**config.mk**
```make
export PLATFORM = sky130hd
export DESIGN_NAME = btn_conditioner
export DESIGN_NICKNAME = d
export VERILOG_FILES = /design/src/rtl/btn_pkg.sv /design/src/rtl/btn_channel.sv /design/src/rtl/btn_conditioner.sv
export SDC_FILE = /design/constraint.sdc
export NUM_CORES = 1
export LEC_CHECK = 0
export BUFFER_PORTS_ARGS = -buffer_cell sky130_fd_sc_hd__buf_2
export CAP_MARGIN = 20
export CORE_AREA = 2 2 129 131
export DETAILED_ROUTE_END_ITERATION = 8
export DIE_AREA = 0 0 131 133
export GPL_TIMING_DRIVEN = 0
export PLACE_DENSITY_LB_ADDON = 0.15
export REMOVE_ABC_BUFFERS = 1
export SKIP_LAST_GASP = 1
export SLEW_MARGIN = 20
export SYNTH_ARGS = -nofsm -noshare
export SYNTH_HDL_FRONTEND = slang
export SYNTH_HIERARCHICAL = 1
export SYNTH_SLANG_ARGS = --single-unit
```
**constraint.sdc**
```tcl
create_clock -name clk -period 2.6 [get_ports clk]
set_input_delay 0.52 -clock clk [delete_from_list [all_inputs] [get_ports clk]]
set_output_delay 0.52 -clock clk [all_outputs]
set_load 0.01 [all_outputs]
```
**src/rtl/btn_pkg.sv**
```systemverilog
// Shared types and default timing for the button conditioner.
// Defaults assume a 25 MHz system clock.
package btn_pkg;

   typedef enum logic [1:0] {
      RPT_IDLE   = 2'd0,
      RPT_DELAY  = 2'd1,
      RPT_REPEAT = 2'd2
   } rpt_state_e;

   localparam int CLK_HZ = 25_000_000;

   localparam int DEF_SYNC_STAGES     = 2;
   // 10 ms settle, 500 ms before auto-repeat, then 10 repeats per second
   localparam int DEF_DEBOUNCE_CYCLES = CLK_HZ / 100;
   localparam int DEF_REPEAT_DELAY    = CLK_HZ / 2;
   localparam int DEF_REPEAT_RATE     = CLK_HZ / 10;

   function automatic int max_int(input int a, input int b);
      return (a > b) ? a : b;
   endfunction

endpackage

```
**src/rtl/btn_channel.sv**
```systemverilog
// One button channel: synchroniser, debounce filter and auto-repeat FSM.
// All pulse outputs are registered and last exactly one cycle.
module btn_channel
   import btn_pkg::*;
#(
   parameter int SYNC_STAGES     = DEF_SYNC_STAGES,
   parameter int DEBOUNCE_CYCLES = DEF_DEBOUNCE_CYCLES,
   parameter int REPEAT_DELAY    = DEF_REPEAT_DELAY,
   parameter int REPEAT_RATE     = DEF_REPEAT_RATE,
   parameter bit ACTIVE_LOW      = 1'b0
) (
   input  logic clk,
   input  logic rst,
   input  logic raw,
   input  logic repeat_en,
   output logic level,
   output logic press_pulse,
   output logic release_pulse,
   output logic event_pulse
);

   localparam int DW = $clog2(DEBOUNCE_CYCLES + 1);
   localparam int RW = $clog2(max_int(REPEAT_DELAY, REPEAT_RATE) + 1);

   localparam logic [DW-1:0] DB_LAST   = DW'(DEBOUNCE_CYCLES - 1);
   localparam logic [RW-1:0] DLY_LAST  = RW'(REPEAT_DELAY - 1);
   localparam logic [RW-1:0] RATE_LAST = RW'(REPEAT_RATE - 1);

   logic [SYNC_STAGES-1:0] sync_q;
   logic                   synced;
   logic                   mismatch;
   logic                   accept;
   logic                   press_acc;
   logic                   release_acc;
   logic [DW-1:0]          db_cnt;

   rpt_state_e             state;
   rpt_state_e             state_nx;
   logic [RW-1:0]          rpt_cnt;
   logic [RW-1:0]          rpt_cnt_nx;
   logic                   tick;

   assign synced      = sync_q[SYNC_STAGES-1];
   assign mismatch    = synced ^ level;
   assign accept      = mismatch && (db_cnt == DB_LAST);
   assign press_acc   = accept && synced;
   assign release_acc = accept && !synced;

   always_ff @(posedge clk) begin
      if (rst) begin
         sync_q <= '0;
      end else begin
         sync_q <= {sync_q[SYNC_STAGES-2:0], raw ^ ACTIVE_LOW};
      end
   end

   // Counter only runs while the synchronised input disagrees with level
   always_ff @(posedge clk) begin
      if (rst) begin
         db_cnt        <= '0;
         level         <= 1'b0;
         press_pulse   <= 1'b0;
         release_pulse <= 1'b0;
      end else begin
         press_pulse   <= press_acc;
         release_pulse <= release_acc;
         if (!mismatch || accept) begin
            db_cnt <= '0;
         end else begin
            db_cnt <= db_cnt + DW'(1);
         end
         if (accept) begin
            level <= ~level;
         end
      end
   end

   // Release or a dropped enable overrides every state and suppresses the tick
   always_comb begin
      state_nx   = state;
      rpt_cnt_nx = rpt_cnt;
      tick       = 1'b0;
      if (release_acc || !repeat_en) begin
         state_nx   = RPT_IDLE;
         rpt_cnt_nx = '0;
      end else begin
         unique case (state)
            RPT_IDLE: begin
               if (press_acc) begin
                  state_nx   = RPT_DELAY;
                  rpt_cnt_nx = '0;
               end
            end
            RPT_DELAY: begin
               if (rpt_cnt == DLY_LAST) begin
                  tick       = 1'b1;
                  state_nx   = RPT_REPEAT;
                  rpt_cnt_nx = '0;
               end else begin
                  rpt_cnt_nx = rpt_cnt + RW'(1);
               end
            end
            RPT_REPEAT: begin
               if (rpt_cnt == RATE_LAST) begin
                  tick       = 1'b1;
                  rpt_cnt_nx = '0;
               end else begin
                  rpt_cnt_nx = rpt_cnt + RW'(1);
               end
            end
            default: begin
               state_nx   = RPT_IDLE;
               rpt_cnt_nx = '0;
            end
         endcase
      end
   end

   always_ff @(posedge clk) begin
      if (rst) begin
         state       <= RPT_IDLE;
         rpt_cnt     <= '0;
         event_pulse <= 1'b0;
      end else begin
         state       <= state_nx;
         rpt_cnt     <= rpt_cnt_nx;
         event_pulse <= press_acc || tick;
      end
   end

endmodule

```
**src/rtl/btn_conditioner.sv**
```systemverilog
// Multi-channel button conditioner: N_BTN independent copies of
// btn_channel sharing only clock and reset.
module btn_conditioner
   import btn_pkg::*;
#(
   parameter int N_BTN           = 3,
   parameter int SYNC_STAGES     = DEF_SYNC_STAGES,
   parameter int DEBOUNCE_CYCLES = DEF_DEBOUNCE_CYCLES,
   parameter int REPEAT_DELAY    = DEF_REPEAT_DELAY,
   parameter int REPEAT_RATE     = DEF_REPEAT_RATE,
   parameter int ACTIVE_LOW      = 0
) (
   input  logic             clk,
   input  logic             rst,
   input  logic [N_BTN-1:0] btn_raw,
   input  logic [N_BTN-1:0] repeat_en,
   output logic [N_BTN-1:0] btn_level,
   output logic [N_BTN-1:0] btn_press,
   output logic [N_BTN-1:0] btn_release,
   output logic [N_BTN-1:0] btn_event
);

   for (genvar i = 0; i < N_BTN; i++) begin : g_ch
      btn_channel #(
         .SYNC_STAGES     (SYNC_STAGES),
         .DEBOUNCE_CYCLES (DEBOUNCE_CYCLES),
         .REPEAT_DELAY    (REPEAT_DELAY),
         .REPEAT_RATE     (REPEAT_RATE),
         .ACTIVE_LOW      (ACTIVE_LOW != 0)
      ) u_ch (
         .clk           (clk),
         .rst           (rst),
         .raw           (btn_raw[i]),
         .repeat_en     (repeat_en[i]),
         .level         (btn_level[i]),
         .press_pulse   (btn_press[i]),
         .release_pulse (btn_release[i]),
         .event_pulse   (btn_event[i])
      );
   end

endmodule

```
After elaboration in Yosys (flattened, before gate mapping)
Index checks and enable logic that the tools add are counted.
{ "word_totals": {"regBits": 150, "out_inout_bits": 12, "in_bits": 8} }
{ "op_classes": {"add_sub_neg": 6, "n_mux": 33, "bitwise_logic": 9, "n_reduce_logical": 39, "eq_ne": 21} }
{ "op_table": {"columns": ["cell", "n"], "rows": [
  ["$mux 24", 9],
  ["$pmux 24 s3", 3],
  ["$add 24x1->24 const B", 3],
  ["$eq 24x22->1 const B", 3],
  ["$eq 24x24->1 const B", 3],
  ["$add 18x1->18 const B", 3],
  ["$eq 18x18->1 const B", 3],
  ["$pmux 2 s3", 3],
  ["$mux 2", 6],
  ["$ne 2x1->1 const B", 6],
  ["$reduce_or 2->1", 6],
  ["$logic_and 1x1->1", 9],
  ["$logic_not 1->1", 9],
  ["$logic_or 1x1->1", 9],
  ["$mux 1", 9],
  ["$reduce_and 3->1", 3],
  ["$eq 2x1->1 const B", 3],
  ["$eq 2x2->1 const B", 3],
  ["$logic_not 2->1", 3],
  ["$not 1->1", 6],
  ["$pmux 1 s2", 3],
  ["$xor 1x1->1", 3]
]} }

Depth between registers and ports, before layout
{ "depth": {"word_depth": 6, "mapped_depth": 9, "depth_no_buf": 7} }

Modules after synthesis
The synthesis kept the hierarchy.
{ "modules_own_cells": {"columns": ["mod", "cells_each", "seq_area_each_um2", "area_per_inst_um2", "n_inst"], "rows": [
  ["btn_channel at g_ch[1].u_ch", 309, 1001.0, 2728.9, 1],
  ["btn_channel at g_ch[0].u_ch", 299, 1001.0, 2597.5, 1],
  ["btn_channel at g_ch[2].u_ch", 291, 1001.0, 2553.7, 1]
]} }

Least setup slack after synthesis
OpenSTA, ideal clock, no wires.
{ "synth_path": {"path_kind": "reg2reg", "from": "register g_ch[1].u_ch.db_cnt[0]", "to": "register g_ch[1].u_ch.rpt_cnt[8]", "path_stages_with_launch": 10, "n_path_buf": 2, "t_arrival_ps": 2273, "setup_time_ps": 124, "required_ps": 2476, "path_slack_ps": 203, "path_cell_list": "dfxtp_1 ha_1 nand3_1 or4_4 buf_6 o311ai_4 nor2_4 buf_6 a22oi_2 o31ai_2"} }
{ "synth_between": {"elab_chain_cells": 5} }
{ "synth_rtl": {"columns": ["item", "line_no", "source"], "rows": [
  ["start, declared", "btn_channel.sv:35", "logic [DW-1:0] db_cnt;"],
  ["start signal, assigned", "btn_channel.sv:70", "db_cnt <= db_cnt + DW'(1);"],
  ["$eq 18x18->1 *", "btn_channel.sv:45", "assign accept = mismatch && (db_cnt == DB_LAST);"],
  ["$logic_and 1x1->1 *", "btn_channel.sv:45", null],
  ["$logic_and 1x1->1", "btn_channel.sv:47", "assign release_acc = accept && !synced;"],
  ["$logic_or 1x1->1", "btn_channel.sv:83", "if (release_acc || !repeat_en) begin"],
  ["$reduce_or 2->1 (no line)", null, null],
  ["end signal, assigned", "btn_channel.sv:126", "rpt_cnt <= rpt_cnt_nx;"],
  ["end, declared", "btn_channel.sv:39", "logic [RW-1:0] rpt_cnt;"]
]} }
Every way passes the cells marked *; elsewhere a longest branch is shown, timed or not.
A chain may end at the register's enable or synchronous reset.

Worst setup path after layout
{ "layout_path": {"from": "register g_ch[2].u_ch.db_cnt[0]", "to": "register g_ch[2].u_ch.rpt_cnt[20]"} }
{ "layout_between": {"elab_chain_cells": 5} }
{ "layout_rtl": {"columns": ["item", "line_no"], "rows": [
  ["start, declared", "btn_channel.sv:35"],
  ["start signal, assigned", "btn_channel.sv:70"],
  ["$eq 18x18->1 *", "btn_channel.sv:45"],
  ["$logic_and 1x1->1 *", "btn_channel.sv:45"],
  ["$logic_and 1x1->1", "btn_channel.sv:47"],
  ["$logic_or 1x1->1", "btn_channel.sv:83"],
  ["$reduce_or 2->1 (no line)", null],
  ["end signal, assigned", "btn_channel.sv:126"],
  ["end, declared", "btn_channel.sv:39"]
]} }
Marked as above.

==> qor.csv <==
metric,value,unit
grt_max_degree,29,
core_area,0.0162,mm²
synth-edff-count,0,
rr_worst_depth,8,
grt_first_pass_wirelength,29200,µm
rsz0062_at_grt,false,
synth_xor_area_share,4.78,%
antenna_cells,0,
dpl.hpwl,11100,µm
synth.mux.area_fraction,0.762,%
area_growth,13.6,%
hp-class,input pin to flop,
max_slew_margin,37.9,%
first_pass_iters,6,
worstSkewPairLatency,0.42,ns
crit_family,compound AO/OA/AOI/OAI gates,
layout.cells.non_filler,1152,
setup_viol,0,
vias,6708,
grtUsageTotal,20.4,%
clk_pin_slew,0.06,ns
max-vdd-ir-drop,0.000471,V
cts_root_buffer,clkbuf_16,
hold_viol,0,
cts_buffers,17,
timing.rr.end,g_ch[2].u_ch/rpt_cnt[20],
yosysSeqAreaShare,38.1,%
path_class,flop to flop,
report.final.slew_viol_count,0,
synth_top_family_by_area,simple AND/OR/NAND/NOR gates,
rows,47,
seq_power_share,47.4,%
synth_area_per_cell,8.77,µm²
crit_path_start,g_ch[2].u_ch/db_cnt[0],
worstSetupEndpointType,flop,
synth_async_sr_flop_share,0,%
worstMarginPinSlew,0.923,ns
synthSimpleGateAreaFrac,30.2,%
start_util,48.7,%
fin_worst_skew,0.0119,ns
cts_max_level,4,
overflow,0,
critical_path.reg2reg.startpoint,g_ch[2].u_ch/db_cnt[0],
ff2ff_setup_slack,0.13,ns
met1_usage,28.0,%
dieArea,0.0174,mm²
worstPathMaxFanout,11,
power_frac_comb,1.7,%
slowest_delay,0.54,ns
crit_cells,8,
synth-seq-cells,150,
power_density,543,mW/mm²
use_met3,3.92,%
final_nets,945,
netlist_area,0.00788,mm²
ios,20,
arrival,2.78,ns
final_util,55.3,%
p_sw,1060,µW
die_w,131,µm
intPower,3810,µW
dp.cells,1103,
path_buf_inv,1,
synth-main-ff-cell,dfxtp_1,
crit_end,g_ch[2].u_ch/rpt_cnt[20],
fin_crit,2.47,ns
first_global_vias,6135,
initialDrtViolationCount,368,
crit_path_top_delay_cell,or4_4,
synth_compound_area_share,19.4,%
layout-drive-gt1-share,14.4,%
switching_share,21.7,%
hold_slack,0.317,ns
yosysWarningCount,6,
max_freq,404,MHz
gp_congestion,0.790,
worst_ep_required_time,2.90,ns
wire_per_inst,15.0,µm
cap_violations,0,
netlist_instances,899,
postCtsHoldBufs,0,
wl,17300,µm
grt_antenna_before_repair,0,
outcome,finished clean,
power_frac_clock,50.9,%
cts_tree,built,
period_share,95.1,%
crit_path_start_kind,flop,
clockBufferDepth,2,
numPortBuffers,19,
cp_cell_sequence,ha_1 > nand3_2 > or4_4 > o31ai_4 > a211oi_4 > buf_4 > a21o_1 > a22o_1,
grtUsageMet2,32.6,%
busiest_layer,met2,
synthAdderAreaFrac,2.86,%
postRouteAntennaNets,0,
clock-sinks,150,
vias_per_cell,5.82,
ys_types,77,
p_leak,0.00304,µW
die_h,133,µm
drc,0,
==> worst min-delay path by stage <==
stage	from	endpoint	slack [ns]	cells past startpoint
final	btn_raw[1]	g_ch[1].u_ch/sync_q[0]	0.32	2
after global routing	btn_raw[1]	g_ch[1].u_ch/sync_q[0]	0.31	2
after CTS	btn_raw[1]	g_ch[1].u_ch/sync_q[0]	0.30	2
after detailed placement	g_ch[0].u_ch/sync_q[0]	g_ch[0].u_ch/sync_q[1]	0.42	1
after global placement	g_ch[0].u_ch/sync_q[0]	g_ch[0].u_ch/sync_q[1]	0.42	1
after floorplan	g_ch[2].u_ch/db_cnt[0]	g_ch[2].u_ch/db_cnt[0]	0.41	1
==> metrics by stage <==
stage | setup WS, ns | TNS [ns] | total power (µW) | area (µm²)
after floorplan | 0.0660 | 0 | 2400 | 7660
after global placement | -0.803 | -26.38 | 2430 | 8030
after detailed placement | -0.527 | -13.82 | 2440 | 8060
after CTS | 0.0157 | 0 | 4920 | 8750
after global routing | 0.00855 | 0 | 5030 | 8950
final | 0.127 | 0 | 4860 | 8950
==> cell type report <==
class	instances	area, µm²
multi-input combinational	690	4730
clock inverter	13	144
timing repair buffer	36	251
tap	220	275
inverter	24	90.1
fill	1493	7220
clock buffer	19	453
sequential	150	3010
==> cell families (layout without fill, tap and decap cells) <==
| family | count (synthesis) | count (layout) |
|---|---|---|
| and+or+nand+nor | 436 | 436 |
| AOI/OAI and AO/OA | 186 | 187 |
| DFF | 150 | 150 |
| buffers and inverters | 60 | 92 |
| xor gates and xnor gates | 43 | 43 |
| adders and majority gates | 18 | 18 |
| muxes | 6 | 6 |
==> routing by layer <==
| layer | wire length (µm) | part of all wire (%) |
|---|---|---|
| met4 | 237 | 1.4 |
| met1 | 8530 | 49 |
| met3 | 528 | 3.1 |
| met5 | 0 | 0 |
| met2 | 8000 | 46 |
==> sequential cells by signal, indices dropped and copies added, names as in the netlist <==
register,count
g_ch.u_ch/state,6
g_ch.u_ch/level,3
g_ch.u_ch/press_pulse,3
g_ch.u_ch/sync_q,6
g_ch.u_ch/rpt_cnt,72
g_ch.u_ch/event_pulse,3
g_ch.u_ch/db_cnt,54
g_ch.u_ch/release_pulse,3
==> power by group through the flow <==
stage / clock network (µW) / logic [µW] / registers, µW
finish: 2470 / 83.2 / 2310
global route: 2630 / 91.2 / 2310
CTS: 2540 / 79.5 / 2310
detailed placement: 0 / 77.8 / 2360
global placement: 0 / 75.4 / 2360
floorplan: 0 / 46.5 / 2360
==> cells in the mapped netlist, types with 19 or more instances <==
library cell	number	area share, %
nor2_1	88	4.2
a22oi_1	23	2.2
o31ai_1	22	2.1
dfxtp_1	150	38
a21oi_1	19	1.2
nor2b_1	19	1.5
nor3_1	26	1.7
nand4_1	36	2.9
inv_1	24	1.1
nand2_1	62	3.0
nand3_1	61	3.9
and3_1	46	3.7
xor2_1	28	3.1
==> worst reg2reg max path, stage by stage, from the launching register on <==
cell and delay [ns]:
dfxtp_1 0.36, ha_1 0.22, nand3_2 0.12, or4_4 0.54
o31ai_4 0.44, a211oi_4 0.09, buf_4 0.21, a21o_1 0.16
a22o_1 0.22
==> layout by cell type, fill, tap and decap left out, types with 4 or more instances in the layout <==
cell	n
nand3_1	60
a21o_1	8
or2_2	5
o21ai_1	14
nor4_1	11
xor2_1	28
o2bb2a_1	4
clkbuf_16	17
and4_1	11
a22oi_2	4
o21ai_0	17
a31oi_1	8
a22o_1	11
o31ai_4	5
nand4_1	36
buf_2	19
or4_1	4
nor3_1	26
and2_1	7
o31ai_2	9
buf_4	14
ha_1	16
a21oi_1	18
a22oi_1	23
or3_1	7
a32oi_1	5
inv_6	5
inv_1	24
mux2i_1	6
o31ai_1	22
nor4b_1	10
xnor2_1	15
nand2_1	62
a31o_2	4
nor2b_1	19
nand2b_1	13
nor2_1	87
dfxtp_1	148
and3_1	46
==> timing repair <==
item,CTS,global route
buffers inserted,4,12
cloned,1,0
setup endpoints to repair,52,60
resized for setup,13,17
pin swaps,5,9
hold endpoints to repair,0,0
Note: power is estimated with default switching activity, not from simulation.
